`config.mk`:
```
export PLATFORM = sky130hd
export DESIGN_NAME = alu_packet_parser
export DESIGN_NICKNAME = d
export VERILOG_FILES = /design/src/rtl/alu_packet_parser.sv
export SDC_FILE = /design/constraint.sdc
export NUM_CORES = 1
export LEC_CHECK = 0
export ABC_AREA = 1
export BUFFER_PORTS_ARGS = -buffer_cell sky130_fd_sc_hd__buf_2
export CELL_PAD_IN_SITES_DETAIL_PLACEMENT = 1
export CELL_PAD_IN_SITES_GLOBAL_PLACEMENT = 2
export CORE_MARGIN = 8
export CORE_UTILIZATION = 31
export CTS_BUF_LIST = sky130_fd_sc_hd__clkbuf_2
export CTS_CLUSTER_SIZE = 8
export DETAILED_ROUTE_END_ITERATION = 7
export GPL_TIMING_DRIVEN = 0
export HOLD_SLACK_MARGIN = 0.03
export PLACE_DENSITY = 0.79
export SYNTH_ARGS = -nofsm -noshare
export SYNTH_HDL_FRONTEND = slang
export SYNTH_SLANG_ARGS = --single-unit
```
`constraint.sdc`:
```
create_clock -name clk_i -period 2 [get_ports clk_i]
set_clock_uncertainty 0.05 [all_clocks]
set_input_delay 0.3 -clock clk_i [delete_from_list [all_inputs] [get_ports clk_i]]
set_output_delay 0.3 -clock clk_i [all_outputs]
set_load 0.01 [all_outputs]
```
`src/rtl/alu_packet_parser.sv`:
```
// Command-frame responder between uart_rx and uart_tx: parses a 4-byte header, then echoes
// or drops the payload. Optional inter-byte timeout is enabled with PKT_PARSER_TIMEOUT_EN.
module alu_packet_parser #(
  parameter logic [7:0]  EchoOpcode    = 8'hEC,
  parameter int unsigned TimeoutCycles = 1000000
) (
  input  logic        clk_i,
  input  logic        reset_i,
  input  logic [7:0]  s_axis_tdata_i,
  input  logic        s_axis_tvalid_i,
  output logic        s_axis_tready_o,
  output logic [7:0]  m_axis_tdata_o,
  output logic        m_axis_tvalid_o,
  input  logic        m_axis_tready_i,
  output logic [7:0]  opcode_o,
  output logic [15:0] length_o,
  output logic        busy_o,
  output logic        pkt_done_o,
  output logic        err_o
);

  typedef enum logic [2:0] {
    StIdle,
    StRsvd,
    StLenLo,
    StLenHi,
    StFwd,
    StDrop
  } state_e;

  state_e      state_q, state_d;
  logic [7:0]  opcode_q, opcode_d;
  logic [15:0] length_q, length_d;
  logic [15:0] remaining_q, remaining_d;
  logic [7:0]  out_data_q, out_data_d;
  logic        out_valid_q, out_valid_d;
  logic        done_q, done_d;
  logic        err_q, err_d;

  logic        s_ready;
  logic        accept;
  logic        emit;
  logic [15:0] full_len;
  logic        tmo_hit;

  // Only FWD needs the one-entry output register; every other state can always take a byte.
  always_comb begin
    s_ready  = (state_q == StFwd) ? (!out_valid_q || m_axis_tready_i) : 1'b1;
    accept   = s_axis_tvalid_i && s_ready;
    emit     = out_valid_q && m_axis_tready_i;
    full_len = {s_axis_tdata_i, length_q[7:0]};
  end

`ifdef PKT_PARSER_TIMEOUT_EN
  localparam int unsigned TmoW = $clog2(TimeoutCycles + 1);

  logic [TmoW-1:0] tmo_q, tmo_d;

  always_comb begin
    tmo_hit = (state_q != StIdle) && !accept && (tmo_q == TmoW'(TimeoutCycles - 1));
    tmo_d   = tmo_q;
    if (accept || tmo_hit) begin
      tmo_d = '0;
    end else if (state_q != StIdle) begin
      tmo_d = tmo_q + TmoW'(1);
    end
  end

  always_ff @(posedge clk_i) begin
    if (reset_i) begin
      tmo_q <= '0;
    end else begin
      tmo_q <= tmo_d;
    end
  end
`else
  assign tmo_hit = 1'b0;
`endif

  always_comb begin
    state_d     = state_q;
    opcode_d    = opcode_q;
    length_d    = length_q;
    remaining_d = remaining_q;
    out_data_d  = out_data_q;
    out_valid_d = out_valid_q && !emit;
    done_d      = 1'b0;
    err_d       = 1'b0;

    if (accept) begin
      unique case (state_q)
        StIdle: begin
          opcode_d = s_axis_tdata_i;
          err_d    = (s_axis_tdata_i != EchoOpcode);
          state_d  = StRsvd;
        end
        StRsvd: begin
          state_d = StLenLo;
        end
        StLenLo: begin
          length_d[7:0] = s_axis_tdata_i;
          state_d       = StLenHi;
        end
        StLenHi: begin
          length_d[15:8] = s_axis_tdata_i;
          remaining_d    = full_len - 16'd4;
          // Lengths of 4 or less carry no payload; the frame ends on this byte.
          if (full_len <= 16'd4) begin
            state_d = StIdle;
            done_d  = 1'b1;
          end else if (opcode_q == EchoOpcode) begin
            state_d = StFwd;
          end else begin
            state_d = StDrop;
          end
        end
        StFwd: begin
          out_data_d  = s_axis_tdata_i;
          out_valid_d = 1'b1;
          remaining_d = remaining_q - 16'd1;
          if (remaining_q == 16'd1) begin
            state_d = StIdle;
            done_d  = 1'b1;
          end
        end
        StDrop: begin
          remaining_d = remaining_q - 16'd1;
          if (remaining_q == 16'd1) begin
            state_d = StIdle;
            done_d  = 1'b1;
          end
        end
        default: begin
          state_d = StIdle;
        end
      endcase
    end

    if (tmo_hit) begin
      state_d     = StIdle;
      err_d       = 1'b1;
      out_valid_d = 1'b0;
    end
  end

  always_ff @(posedge clk_i) begin
    if (reset_i) begin
      state_q     <= StIdle;
      opcode_q    <= '0;
      length_q    <= '0;
      remaining_q <= '0;
      out_data_q  <= '0;
      out_valid_q <= 1'b0;
      done_q      <= 1'b0;
      err_q       <= 1'b0;
    end else begin
      state_q     <= state_d;
      opcode_q    <= opcode_d;
      length_q    <= length_d;
      remaining_q <= remaining_d;
      out_data_q  <= out_data_d;
      out_valid_q <= out_valid_d;
      done_q      <= done_d;
      err_q       <= err_d;
    end
  end

  assign s_axis_tready_o = s_ready;
  assign m_axis_tdata_o  = out_data_q;
  assign m_axis_tvalid_o = out_valid_q;
  assign opcode_o        = opcode_q;
  assign length_o        = length_q;
  assign busy_o          = (state_q != StIdle);
  assign pkt_done_o      = done_q;
  assign err_o           = err_q;

endmodule

```
==> impl_metrics.toml <==
[power]
swShare_pct = 34.88
p_int_uw = 1523
p_clk_share_pct = 26.2
switchingPower_uw = 815.9
powerDensity_nw_per_um2 = 676.7
finalPower_uw = 2339
leakage_uw = 0.001556
peakVddDrop_uv = 329.7
seq_power_share_pct = 50.2
power_frac_comb_pct = 23.6

[synth]
ys_seq_elements = 54
syn-instance-count = 457
synth.area.top_cells = "dfxtp_1, nand2_1, nor2_1"
syn-num-nets = 473
syn_avg_cell_area_um2 = 6.557
syn-cell-area_um2 = 2997
yosys_warnings = 0
yosys.area.top_type_share_pct = 36.08
synth_seq_area_share_pct = 36.08
synth_top_area_cell = "dfxtp_1"
synth_cell_types = 31

[floorplanning]
die_y_um = 114.3
die_area_um2 = 13070
die_x_um = 114.3
pin_count = 49
start_util_pct = 31.23
core_area_um2 = 9594
rows = 36

[timing]
fmax_ghz = 0.5388
slew_viol_final = 0
hold_ws_ps = 73.08
worst_slew_pin_slew_ps = 715.4
slew-limit-headroom_pct = 52.31
hold_viol_final = 0
min_period_ps = 1856
tns_ps = 0
post-route-period-util_pct = 92.80
grt_setup_unrepaired = "no"
setup_viol = 0

[global_route]
grt_pass1_vias = 3263
grt_overflow = 0
grt_pass1_wl_um = 17280
grt_max_degree = 17
grtUsageTotal_pct = 16.80
antenna_found_initial = 0

[placement]
placed_cell_area_um2 = 3388
gp_congestion = 0.8064
hpwl_um = 8188
port_buffers = 45

[clock_tree]
cts_tree = "built"
clock_latency_ps = 500
ctsLongestPathBuffers = 2
clk_pin_slew_ps = 280
cts-root-buf = "clkbuf_2"
cts_buffers = 5
clock_sinks = 54
h-tree-depth = 2

[final_layout]
antenna-diode-count = 0
area_growth_syn_to_layout_pct = 15.37
finalInstanceArea_um2 = 3457
utilization_pct = 36.03
nNetsFinal = 525
drive_gt1_share_pct = 16.08

[setup_path]
critical_path_class = "flop to primary output"
critical_path_required_ps = 1650
end_kind = "primary output"
arrival_ps = 1510
start_kind = "flop"
cp_max_fo = 7

[worst_hold_path]
hp-class = "primary input to flop"

[route]
met1_length_um = 5068
ant_nets = 0
met2_length_um = 5194
route.detailed.drc = 0
first_pass_iters = 4
dr_wl_met3_um = 252
vias_per_cell = 4.865
routed_wl_um = 10610
vias = 3128
routed.top_layer = "met4"
drt_iter0_drc = 101
routedWlPerCell_um = 16.50

[outcome]
status = "complete, no violations"

[flow_run]
cap_violations = 0
[per-stage QoR]
stage	worst slack, ps	instances
global placement	264.8	635
finish	144.1	643
CTS	107.8	643
global route	15.66	643
detailed placement	194.2	635
floorplan	529.4	457
[synthesized netlist by cell type]
| library cell | number |
|---|---|
| nor2_2 | 1 |
| nor2_1 | 83 |
| clkbuf_1 | 10 |
| inv_4 | 1 |
| inv_2 | 1 |
| inv_1 | 41 |
| xor2_1 | 1 |
| o211ai_1 | 1 |
| nand4_1 | 7 |
| xnor2_1 | 2 |
| clkinv_1 | 1 |
| buf_6 | 5 |
| nor2_4 | 3 |
| a21oi_2 | 3 |
| o21ai_1 | 2 |
| nand3_1 | 44 |
| a21oi_1 | 55 |
| dfxtp_1 | 54 |
| nor3_1 | 2 |
| buf_2 | 4 |
| nor3_2 | 2 |
| nand2_1 | 89 |
| o21ai_0 | 29 |
| a211oi_1 | 1 |
| nand2_2 | 2 |
| nand2_8 | 1 |
| nand3b_1 | 1 |
| nand2_4 | 3 |
| ha_1 | 4 |
| o21bai_1 | 2 |
| o21ai_2 | 2 |
[worst max-delay path, cell delays in order, from the launching register on]
cell     delay [ps]
dfxtp_2         490
nand2_2         160
nor2_4          140
nand2_4          80
buf_2           150
[flip-flops by register name, indices dropped and copies added (netlist names)]
register and count:
err_o 1, pkt_done_o 1, state_q 3, opcode_o 8, remaining_q 16, length_o 16
m_axis_tdata_o 8, m_axis_tvalid_o 1
[cells by family (layout without fill, tap and decap cells)]
group	Yosys count	count (layout)	synth area share [%]
compound gates	95	95	16.83
flops	54	54	36.08
fa+ha+maj	4	4	1.670
xor+xnor	3	3	0.8770
simple gates	238	238	35.16
buf+inv	63	116	9.395
[final cells by class]
cell class,count,area [µm²]
Fill cell,1319,6137
Multi-Input combinational cell,340,1634
Sequential cell,54,1082
Timing Repair Buffer,45,225.2
Inverter,44,167.7
Tap cell,133,166.4
Buffer,19,113.9
Clock inverter,2,37.54
Clock buffer,6,30.03
[cells in the final DEF (no fill, tap or decap), drive strengths merged, types with 2 or more instances in the layout]
master	synthesis	routed
a21oi	58	58
buf	9	54
clkbuf	10	16
dfxtp	54	54
ha	4	4
inv	43	43
nand2	95	95
nand3	44	44
nand4	7	7
nor2	87	87
nor3	4	4
o21ai	33	33
o21bai	2	2
xnor2	2	2
[power groups by stage]
stage / logic (µW) / clock network (µW) / registers, µW
2_1_floorplan: 364 / 0 / 1200
3_3_place_gp: 548 / 0 / 1190
3_5_place_dp: 559 / 0 / 1190
4_1_cts: 561 / 642 / 1170
5_1_grt: 625 / 678 / 1180
6_report: 553 / 613 / 1170
[metal layers]
layer,vias up,global-route usage [%]
met5,-,0
met3,6,2.426
met4,0,3.993
li1,1587,-
met2,31,29.57
met1,1504,20.97
[timing repair]
item / 4_1_cts / 5_1_grt
gates resized for setup: 1 / 0
setup buffers: 0 / 0
endpoints found under the setup margin: 1 / 0
hold buffers: 0 / 0
hold endpoints to repair: 0 / 0
[worst paths after layout]
path | from | to | slack (ps) | cells past startpoint
min reg2reg | m_axis_tdata_o[1] | m_axis_tdata_o[1] | 430 | 2
max reg2reg | remaining_q[7] | state_q[2] | 220 | 8
max | state_q[2] | s_axis_tready_o | 140 | 4
min | s_axis_tdata_i[6] | m_axis_tdata_o[6] | 70 | 3
Note: power is estimated with default switching activity, not from simulation.
